[src/rtl/mash11_modulator.sv]
// rtl/mash11_modulator.sv - 2nd-order MASH 1-1 modulator behind a one-entry AXI-stream sample buffer
// Optional feature: define MASH_DITHER_EN to add LFSR dither on the stage-1 carry-in.
module mash11_modulator #(
   parameter int WIDTH   = 16,
   parameter int OSR_DIV = 4
) (
   input  logic             aclk,
   input  logic             arst_n,
   input  logic             enable,
   input  logic [WIDTH-1:0] s_axis_data_tdata,
   input  logic             s_axis_data_tvalid,
   output logic             s_axis_data_tready,
   output logic [1:0]       dac_code,
   output logic             dac_valid,
   output logic             underrun
);

   localparam int               CNT_W    = (OSR_DIV > 1) ? $clog2(OSR_DIV) : 1;
   localparam logic [CNT_W-1:0] CNT_LAST = CNT_W'(OSR_DIV - 1);

   logic [CNT_W-1:0] tick_cnt_q, tick_cnt_d;
   logic             buf_full_q, buf_full_d;
   logic [WIDTH-1:0] buf_q, buf_d;
   logic [WIDTH-1:0] x_q, x_d;
   logic [WIDTH-1:0] acc1_q, acc1_d;
   logic [WIDTH-1:0] acc2_q, acc2_d;
   logic             c2_dly_q, c2_dly_d;
   logic             tready_q, tready_d;
   logic [1:0]       code_q, code_d;
   logic             valid_q, valid_d;
   logic             underrun_q, underrun_d;

   logic             tick;
   logic             accept;
   logic             cin;
   logic [WIDTH-1:0] x_eff;
   logic [WIDTH:0]   sum1;
   logic [WIDTH:0]   sum2;
   logic [2:0]       code_full;

   assign tick   = enable && (tick_cnt_q == CNT_LAST);
   assign accept = s_axis_data_tvalid && tready_q;
   assign x_eff  = buf_full_q ? buf_q : x_q;

   // Stage 2 integrates the stage-1 sum produced on this same tick.
   assign sum1 = {1'b0, acc1_q} + {1'b0, x_eff} + {{WIDTH{1'b0}}, cin};
   assign sum2 = {1'b0, acc2_q} + {1'b0, sum1[WIDTH-1:0]};

   // y + 1 = c1 + c2 - c2_dly + 1 lies in 0..3, so the 3-bit result never wraps.
   assign code_full = 3'd1 + {2'b00, sum1[WIDTH]} + {2'b00, sum2[WIDTH]} - {2'b00, c2_dly_q};

`ifdef MASH_DITHER_EN
   logic [15:0] lfsr_q, lfsr_d;

   always_comb begin
      lfsr_d = lfsr_q;
      if (tick) begin
         lfsr_d = {lfsr_q[14:0], lfsr_q[15] ^ lfsr_q[14] ^ lfsr_q[12] ^ lfsr_q[3]};
      end
   end

   always_ff @(posedge aclk or negedge arst_n) begin
      if (!arst_n) begin
         lfsr_q <= 16'hACE1;
      end else begin
         lfsr_q <= lfsr_d;
      end
   end

   assign cin = lfsr_q[0];
`else
   assign cin = 1'b0;
`endif

   always_comb begin
      tick_cnt_d = tick_cnt_q;
      buf_full_d = buf_full_q;
      buf_d      = buf_q;
      x_d        = x_q;
      acc1_d     = acc1_q;
      acc2_d     = acc2_q;
      c2_dly_d   = c2_dly_q;
      code_d     = code_q;
      valid_d    = 1'b0;
      underrun_d = 1'b0;

      if (!enable || tick) begin
         tick_cnt_d = '0;
      end else begin
         tick_cnt_d = tick_cnt_q + CNT_W'(1);
      end

      if (tick) begin
         x_d        = x_eff;
         buf_full_d = 1'b0;
         acc1_d     = sum1[WIDTH-1:0];
         acc2_d     = sum2[WIDTH-1:0];
         c2_dly_d   = sum2[WIDTH];
         code_d     = code_full[1:0];
         valid_d    = 1'b1;
         underrun_d = !buf_full_q;
      end

      // accept only happens while the buffer is empty, so it never races the tick unload
      if (accept) begin
         buf_d      = s_axis_data_tdata;
         buf_full_d = 1'b1;
      end
   end

   // tready is its own flop so it reads 0 while reset is held and 1 only after release.
   assign tready_d = !buf_full_d;

   always_ff @(posedge aclk or negedge arst_n) begin
      if (!arst_n) begin
         tick_cnt_q <= '0;
         buf_full_q <= 1'b0;
         buf_q      <= '0;
         x_q        <= '0;
         acc1_q     <= '0;
         acc2_q     <= '0;
         c2_dly_q   <= 1'b0;
         tready_q   <= 1'b0;
         code_q     <= 2'd1;
         valid_q    <= 1'b0;
         underrun_q <= 1'b0;
      end else begin
         tick_cnt_q <= tick_cnt_d;
         buf_full_q <= buf_full_d;
         buf_q      <= buf_d;
         x_q        <= x_d;
         acc1_q     <= acc1_d;
         acc2_q     <= acc2_d;
         c2_dly_q   <= c2_dly_d;
         tready_q   <= tready_d;
         code_q     <= code_d;
         valid_q    <= valid_d;
         underrun_q <= underrun_d;
      end
   end

   assign s_axis_data_tready = tready_q;
   assign dac_code           = code_q;
   assign dac_valid          = valid_q;
   assign underrun           = underrun_q;

endmodule
[config.mk]
export PLATFORM = sky130hd
export DESIGN_NAME = mash11_modulator
export DESIGN_NICKNAME = d
export VERILOG_FILES = /design/src/rtl/mash11_modulator.sv
export SDC_FILE = /design/constraint.sdc
export NUM_CORES = 1
export LEC_CHECK = 0
export ABC_CLOCK_PERIOD_IN_PS = 4300
export BUFFER_PORTS_ARGS = -buffer_cell sky130_fd_sc_hd__buf_2
export CAP_MARGIN = 20
export CORE_AREA = 3 3 125 127
export CTS_CLUSTER_DIAMETER = 100
export DETAILED_ROUTE_END_ITERATION = 10
export DIE_AREA = 0 0 128 130
export PLACE_DENSITY = 0.46
export SYNTH_ARGS = -nofsm -noshare
export SYNTH_HDL_FRONTEND = slang
export SYNTH_SLANG_ARGS = --single-unit
[constraint.sdc]
create_clock -name aclk -period 4.3 [get_ports aclk]
set_input_delay 0.215 -clock aclk [delete_from_list [all_inputs] [get_ports aclk]]
set_output_delay 0.215 -clock aclk [all_outputs]
set_load 0.03 [all_outputs]
==> results of run 1 <==
==> registers in the layout, indices dropped and copies added, names as in the netlist <==
signal and count:
acc1_q 16, acc2_q 16, buf_full_q 1, buf_q 16, c2_dly_q 1, dac_code 2
dac_valid 1, s_axis_data_tready 1, tick_cnt_q 2, underrun 1, x_q 16
==> cell usage in the layout (no fill, tap or decap), types with 4 or more instances in the layout <==
master / synthesis / routed
a21o_1: 12 / 12
a21oi_1: 26 / 21
a21oi_2: 0 / 4
and3_1: 4 / 4
buf_2: 0 / 23
buf_4: 0 / 22
clkbuf_16: 0 / 10
dfrtp_1: 72 / 71
ha_1: 33 / 26
ha_4: 0 / 6
inv_1: 5 / 5
mux2_2: 41 / 39
nand2_1: 117 / 116
nand3_1: 4 / 4
nand4_1: 7 / 7
nor2_1: 19 / 19
o21ai_0: 26 / 24
o21bai_1: 4 / 4
xnor2_1: 12 / 12
xor2_1: 10 / 10
==> metrics by stage <==
stage	cells	hold slack (ns)	util	setup TNS (ns)	cell area, µm²
CTS	679	0.0838	0.351	0	5110
finish	685	0.0294	0.369	0	5360
detailed placement	664	0.436	0.328	0	4760
global placement	664	0.425	0.328	0	4760
floorplan	455	-0.0806	-	0	4340
global route	685	0.108	0.369	-0.0555	5360
==> per-layer routing <==
layer / vias up / GRT usage / wire length [µm]
met5: - / 0 / 0
met4: 0 / 0.0337 / 76
met3: 7 / 0.0287 / 219
met2: 31 / 0.189 / 4530
met1: 1575 / 0.158 / 4750
li1: 1679 / - / -
==> repair_timing <==
action	4_1_cts	5_1_grt
buffers inserted	0	5
gates resized for setup	0	34
setup endpoints to repair	0	4
==> how the worst max path moves through the flow <==
stage	slack, ns	to	cells after the start	from
finish	0.14	dac_code[0]$_DFFE_PN1P_	17	buf_full_q$_DFF_PN0_
global route	-0.06	dac_code[0]$_DFFE_PN1P_	17	buf_full_q$_DFF_PN0_
CTS	0.02	dac_code[0]$_DFFE_PN1P_	16	buf_full_q$_DFF_PN0_
detailed placement	0.05	dac_code[0]$_DFFE_PN1P_	16	buf_full_q$_DFF_PN0_
global placement	0.07	dac_code[0]$_DFFE_PN1P_	16	buf_full_q$_DFF_PN0_
floorplan	0.04	dac_code[0]$_DFFE_PN1P_	18	buf_full_q$_DFF_PN0_
==> kinds of logic (layout without fill, tap and decap cells) <==
kind of cell | Yosys count | after routing
adder cells (fa/ha/maj) | 36 | 36
buffers and inverters | 22 | 68
AO/OA/AOI/OAI | 94 | 94
multiplexers | 43 | 43
flip-flops | 73 | 73
AND/OR/NAND/NOR | 165 | 165
XOR/XNOR | 22 | 22
==> cell type report <==
type / count / area (µm²)
inverter: 6 / 22.5
clock buffer: 10 / 239
timing repair buffer: 47 / 320
clock inverter: 5 / 104
multi-input combinational: 360 / 2610
fill: 1507 / 9180
sequential: 73 / 1830
tap: 184 / 230
==> run metrics, run 1 <==
outcome=complete, no violations; DRC=0; Startpoint Class=register; worst-path maximum fanout=5; CTS max path bufs=2; GR Overflow Total=0; setup ws final=0.140 ns; CP bufs+invs=1; unrepaired setup endpoints after global routing=yes; final setup fails=0; antenna violations before repair=0; crit end category=register; Post-synth top cells=nand2_1, dfrtp_1, mux2_2; Syn Nets=511; HP Class=input port to async pin; final slew viol count=0; Max Clock Freq=240 MHz; Worst Path Arrival=4.43 ns; Worst EP required=4.57 ns; fin crit period=4.16 ns; sequential element share of the synthesized area=0.421; most used flip-flop cell after synthesis=dfrtp_1; CTS root buf=clkbuf_16; Synth cell types=48; Synth Area in Compound Gates=0.135; top cells by area, synth=dfrtp_1, mux2_2, nand2_1, ha_1, a21oi_1; Slew Limit Headroom=0.359; DRT Pass-1 Iters=4; Async S/R FF share, synth=1.00; nets=553; clock slew at reported path FFs=0.06 ns; Gate Count Post-Synth=455; GP Congestion=0.817; Antenna Cells=0; worst path cell trace=buf_4, mux2_4, ha_1, a21o_1, a21o_1, a31oi_2, o21ai_1, xor2_1, ha_1, a21oi_2, nor2b_1, a41oi_2, o31ai_4, a221o_1, fa_1, nand2_1, nand2_1; post-synthesis simple-gate area fraction=0.159; wire per inst=14.0 µm; post-synth top area cell=dfrtp_1; Final HPWL DP=6590 µm; top cell type's share of synthesized area=0.415; Worst Tran Pin Value=0.962 ns; vias in the first global route=3,283; largest family of logic cells by synthesized area=simple AND/OR/NAND/NOR gates; layout cells sized above 1=0.261; Reg-to-Reg Start=buf_full_q$_DFF_PN0_; CTS Buf Count=9; Post-Synth XOR/XNOR Area=0.0444; Die Ht=130 µm; final wirelength=9570 µm; die width=128 µm; Avg Inst Size Synth=9.54 µm²; Post-Route Skew=0.00872 ns; H-tree levels=3; post-synthesis instance area=0.00434 mm²; Core ar.=0.0145 mm²; largest net degree at the start of global routing=74; FP Rows=44; initial DRC count=122; CP max stage cell=fa_1; FF-to-FF End=dac_code[0]$_DFFE_PN1P_; first-pass GRT wire length=15,700 µm; Yosys Warn Count=0; TritonCTS clock tree=built; IO Port Bufs=24; reg2reg path depth=17; Max Cap Viol=0; Routed Antenna Nets=0; Post-synth EDFFs=0; flop-to-flop setup slack=0.14 ns; boundary pin count=25; full die area=0.0166 mm²; worst skew pair latency=0.33 ns; clock sink count=73; adder-cell share of the synthesized area=0.109; vias post-DR=3,292; most common cell in the netlist=nand2_1; pre-CTS worst setup slack=0.0492 ns; FF+latch count, synth=73; worst setup path class=register to register; Worst path top cell family by delay=compound AO/OA/AOI/OAI gates; mux cell area share after synthesis=0.112; Initial Util=0.299; vias per inst=4.81; Final period util=0.967; P&R area growth vs syn=23.4%; Largest stage delay, worst path=0.49 ns; GRT Total Usage=0.117; Fin. Hold Viols=0; Hold-fix buffers, CTS=0
Power of run 1 is not shown: default switching activity piles up to over one toggle a cycle in this logic, so the estimate is an artifact.
==> inputs of run 2 (changes only) <==
Settings changed: CELL_PAD_IN_SITES_DETAIL_PLACEMENT set to 1, CELL_PAD_IN_SITES_GLOBAL_PLACEMENT set to 1, PLACE_DENSITY 0.46 to 0.55.
==> run 2 against run 1 <==
Effect of this change: largest cell class unchanged; clock-buffer cell count grew 1; critical path depth grew 1; first-iteration DRC count grew 58%; sequential share of layout area shrank 0.90 points; design area grew 2.7%; global-route usage grew 1.8 points; register-to-register slack gained 0.07 ns; hold slack gained 0.069 ns; setup slack gained 0.066 ns; clock skew shrank 0.0026 ns; highest routed layer unchanged.
==> run metrics, run 2 (same netlist as run 1, synthesis figures left out) <==
CTS Buf Count=9 (unchanged); wire per inst=15.5 µm (+11%); P&R area growth vs syn=26.7%; crit end category=register; vias per inst=4.97 (+3.4%); Core ar.=0.0145 mm² (unchanged); most common cell after layout, fill and taps aside=nand2_1; area of the multi-input gates=0.00266 mm² (+1.9%); M1 GR Usage=0.174 (+0.0166); fin crit period=4.09 ns (-0.0662 ns); CTS max path bufs=2 (unchanged); antenna violations before repair=0 (unchanged); Die Ht=130 µm (unchanged); TritonCTS clock tree=built; Routed Antenna Nets=0 (unchanged); Post-Route Skew=0.00615 ns (-0.00257 ns); vias in the first global route=3,622 (+10%); GRT Total Usage=0.136 (+0.0184); Startpoint Class=register; Antenna Cells=0 (unchanged); final slew viol count=0 (unchanged); IO Port Bufs=24 (unchanged); HP Class=input port to register; clock sink count=73 (unchanged); nets=559 (+1.1%); worst-path maximum fanout=4 (-1); Worst Tran Pin Value=0.888 ns (-0.0745 ns); Max Cap Viol=0 (unchanged); boundary pin count=25 (unchanged); Final period util=0.952 (-0.0154); Worst EP required=4.58 ns (about the same); Slew Limit Headroom=0.407 (+0.0488); outcome=complete, no violations; clock slew at reported path FFs=0.06 ns (about the same); met3 Resource Use GR=0.0262 (-0.00246); DRT Pass-1 Iters=4 (unchanged); full die area=0.0166 mm² (unchanged); Final HPWL DP=7400 µm (+12%); largest net degree at the start of global routing=74 (unchanged); first-pass GRT wire length=17,800 µm (+13%); Worst Path Arrival=4.38 ns (-0.05 ns); met2 Resource Use GR=0.222 (+0.0336); DRC=0 (unchanged); CTS root buf=clkbuf_16; Initial Util=0.299 (unchanged); post-route insts no fill=692 (+1.0%); layout cells sized above 1=0.291 (+0.0299); worst setup path class=register to register; FF+latch area=0.00183 mm² (unchanged); GR Overflow Total=0 (unchanged); final setup fails=0 (unchanged); FP Rows=44 (unchanged); vias post-DR=3,438 (+4.4%); Fin. Hold Viols=0 (unchanged); Filler cells=1,638 (+8.7%); Max Clock Freq=244 MHz (+1.6%); H-tree levels=3 (unchanged); worst skew pair latency=0.34 ns (about the same); GP Congestion=0.825 (+1.0%); die width=128 µm (unchanged); Top Usage Layer GRT=met2; Placed Instances=666 (+0.30%); initial DRC count=193 (+58%); most frequent cells in the layout=nand2_1, dfrtp_1, mux2_2; final wirelength=10,800 µm (+12%)
==> run 2: changes by cell type in the layout (fill, tap and decap cells not counted), moves of 2 or more <==
cell / change
buf_4: +4
bufinv_16: +2
ha_1: -2
ha_4: +2
nor2_1: -2
nor2_2: +2
nor3_2: +2
xnor2_1: -2
xnor2_2: +2
==> run 2: timing repair <==
action	4_1_cts	5_1_grt
buffers inserted	3	5
hold buffers	0	1
setup endpoints to repair	2	4
pin swaps	4	23
endpoints found under the hold margin	0	37
gates resized for setup	6	41
==> run 2: critical path: stages (launching register included) <==
cell      delay (ns)
dfrtp_2         0.44
mux2_4          0.33
ha_4            0.17
fa_2            0.35
a21o_1          0.21
a221oi_2        0.23
buf_4           0.19
o21ai_2         0.07
a21oi_2         0.16
xnor2_2         0.17
ha_4            0.25
nand2_2         0.07
o21ai_2         0.06
a41oi_2         0.21
o31ai_4         0.11
a221o_1         0.36
fa_1            0.49
nand2_1         0.05
nand2_1         0.10
==> run 2: worst paths after layout <==
| kind | startpoint | to | slack, ns | depth (start not counted) |
|---|---|---|---|---|
| worst max-delay path | buf_full_q$_DFF_PN0_ | dac_code[0]$_DFFE_PN1P_ | 0.21 | 18 |
| worst min-delay path | s_axis_data_tdata[15] | buf_q[15]$_DFFE_PN0P_ | 0.1 | 2 |
| worst max register to register | buf_full_q$_DFF_PN0_ | dac_code[0]$_DFFE_PN1P_ | 0.21 | 18 |
| worst min register to register | tick_cnt_q[0]$_DFF_PN0_ | tick_cnt_q[0]$_DFF_PN0_ | 0.43 | 1 |
| max in group asynchronous | arst_n | acc2_q[13]$_DFFE_PN0P_ | 3.32 | 3 |
| min in group asynchronous | arst_n | buf_q[1]$_DFFE_PN0P_ | 0.39 | 2 |
==> run 2: per-layer routing <==
metal / up-vias / wire, µm
li1: 1691 / -
met5: - / 0
met4: 0 / 226
met3: 16 / 324
met1: 1690 / 5130
met2: 41 / 5070
==> run 2: area by class of cell <==
type | count | share of cell area
Sequential cell | 73 | 0.332
Inverter | 6 | 0.00409
Multi-Input combinational cell | 360 | 0.484
Clock buffer | 11 | 0.0441
Timing Repair Buffer | 53 | 0.0666
Clock inverter | 5 | 0.0273
Tap cell | 184 | 0.0418
==> run 2: metrics by stage <==
stage               area (µm²)   util  setup TNS [ns]  worst slack (ns)  hold slack (ns)
global route              5500  0.379         -0.0117           -0.0117           0.0961
finish                    5500  0.379               0             0.207           0.0979
floorplan                 4340      -               0            0.0431          -0.0806
global placement          4780  0.329               0            0.0319            0.425
detailed placement        4780  0.329         -0.0946           -0.0820            0.435
CTS                       5220  0.359               0           0.00422           0.0731
Power of run 2 is left out for the same reason.
==> inputs of run 3 (changes only) <==
Settings changed: CORE_AREA 3 3 125 127 to 3 3 103 154, DIE_AREA 0 0 128 130 to 0 0 106 157.
==> run 3 against run 2 <==
Effect of this change: fmax decreased by 2.0%; cell count increased by 2.3%; critical path depth decreased by 2; sequential cell count unchanged; wire length increased by 1.3%; hold slack got worse by 0.066 ns; sequential share of layout area increased by 0.66 points; design area decreased by 2.0%; global-route usage decreased by 0.28 points; clock skew increased by 0.0041 ns; register-to-register slack got worse by 0.08 ns; largest cell class unchanged.
==> run metrics, run 3 (same netlist as run 1, synthesis figures left out) <==
outcome=complete, no violations; Antenna Cells=0 (unchanged); Slew Limit Headroom=0.343 (-0.0643); DRT Pass-1 Iters=4 (unchanged); Max Cap Viol=0 (unchanged); CTS max path bufs=2 (unchanged); Worst Path Arrival=4.45 ns (+0.07 ns); vias post-DR=3,404 (-0.99%); Post-Route Skew=0.0102 ns (+0.00406 ns); P&R area growth vs syn=24.3%; Core ar.=0.0146 mm² (+0.41%); die width=106 µm (-17%); GRT Total Usage=0.133 (-0.00285); Largest stage delay, worst path=0.48 ns (about the same); worst-path maximum fanout=4 (unchanged); most common cell after layout, fill and taps aside=nand2_1; Worst path top cell family by delay=compound AO/OA/AOI/OAI gates; Final period util=0.972 (+0.0197); CTS root buf=clkbuf_16; worst setup path class=register to register; worst skew pair latency=0.33 ns (about the same); final wirelength=10,900 µm (+1.3%); Initial Util=0.297 (-0.00123); FF+latch area=0.00183 mm² (unchanged); first-pass GRT wire length=18,000 µm (+1.5%); FP Rows=54 (+23%); CP max stage cell=fa_1; H-tree levels=3 (unchanged); unrepaired setup endpoints after global routing=yes; clock slew at reported path FFs=0.06 ns (about the same); area of the multi-input gates=0.00261 mm² (-1.8%); CP bufs+invs=0 (-1); wire per inst=15.4 µm (-0.98%); HP Class=input port to async pin; crit end category=register; Worst Tran Pin Value=0.985 ns (+0.0977 ns); Worst EP required=4.57 ns (about the same); final setup fails=0 (unchanged); largest net degree at the start of global routing=74 (unchanged); initial DRC count=73 (-62%); Setup TNS=0 ns (unchanged); boundary pin count=25 (unchanged); IO Port Bufs=24 (unchanged); Routed Antenna Nets=0 (unchanged); layout cells sized above 1=0.287 (-0.00423); worst path cell trace=mux2_2, ha_1, a21o_1, a21o_1, a31oi_4, o21ai_0, xor2_1, ha_1, a21oi_2, nor2b_4, a41oi_4, o31ai_4, a221o_1, fa_1, nand2_1, nand2_1; TritonCTS clock tree=built; Filler cells=1,680 (+2.6%); DRC=0 (unchanged); Die Ht=157 µm (+21%); CTS Buf Count=9 (unchanged); GP Congestion=0.807 (-2.2%); most frequent cells in the layout=nand2_1, dfrtp_1, mux2_2; Startpoint Class=register; GR Overflow Total=0 (unchanged); Fin. Hold Viols=0 (unchanged); antenna violations before repair=0 (unchanged); vias in the first global route=3,798 (+4.9%); vias per inst=4.81 (-3.2%); full die area=0.0166 mm² (about the same); fin crit period=4.18 ns (+0.0848 ns); clock sink count=73 (unchanged); final slew viol count=0 (unchanged); nets=563 (+0.72%); Max Clock Freq=239 MHz (-2.0%); Final HPWL DP=7710 µm (+4.3%)
[run 3: changes by cell type in the layout (fill, tap and decap cells not counted), moves of 2 or more]
cell        previous run  this run
buf_4                 26        32
bufinv_16              5         1
ha_4                   8         4
clkinvlp_4             0         2
ha_1                  24        26
ha_2                   1         3
nor2_2                 2         0
nor2_1                17        19
clkinv_4               0         2
[run 3: path summary, 6_finish.rpt]
path | startpoint | to | slack, ns | cells past startpoint
worst max-delay path | buf_full_q$_DFF_PN0_ | dac_code[0]$_DFFE_PN1P_ | 0.12 | 16
worst min-delay path | arst_n | acc2_q[2]$_DFFE_PN0P_ | 0.03 | 1
worst max register to register | buf_full_q$_DFF_PN0_ | dac_code[0]$_DFFE_PN1P_ | 0.12 | 16
worst min register to register | tick_cnt_q[0]$_DFF_PN0_ | tick_cnt_q[0]$_DFF_PN0_ | 0.44 | 1
max in group asynchronous | arst_n | buf_full_q$_DFF_PN0_ | 3.58 | 1
min in group aclk | s_axis_data_tdata[11] | buf_q[11]$_DFFE_PN0P_ | 0.12 | 2
[run 3: metrics by stage]
step | instance area (µm²) | hold WS (ns) | worst slack (ns) | cells | utilization
after floorplan | 4340 | -0.0806 | 0.0431 | 455 | -
after global placement | 4830 | 0.424 | -0.00287 | 683 | 0.331
after detailed placement | 4830 | 0.434 | -0.0342 | 683 | 0.331
after CTS | 5150 | 0.0925 | 0.0000426 | 700 | 0.353
after global routing | 5400 | 0.102 | -0.0726 | 708 | 0.370
final | 5400 | 0.0318 | 0.122 | 708 | 0.370
[run 3: repair_timing]
item	in CTS	in global routing
hold buffers	0	0
setup endpoints to repair	2	4
cloned	0	1
setup buffers	1	7
resized for setup	3	35
pin swaps	1	18
endpoints found under the hold margin	0	0
[run 3: per-layer routing]
metal / track usage / vias up / routed length, µm
li1: - / 1697 / -
met1: 0.150 / 1665 / 4750
met5: 0 / - / 0
met4: 0.0370 / 0 / 129
met2: 0.255 / 34 / 5820
met3: 0.0217 / 8 / 195
[run 3: layout make-up]
cell class	instances	share of cell area
Multi-Input combinational cell	360	0.484
Tap cell	196	0.0455
Clock buffer	10	0.0443
Inverter	6	0.00417
Timing Repair Buffer	57	0.0700
Clock inverter	6	0.0125
Sequential cell	73	0.339
Power of run 3 is left out for the same reason.
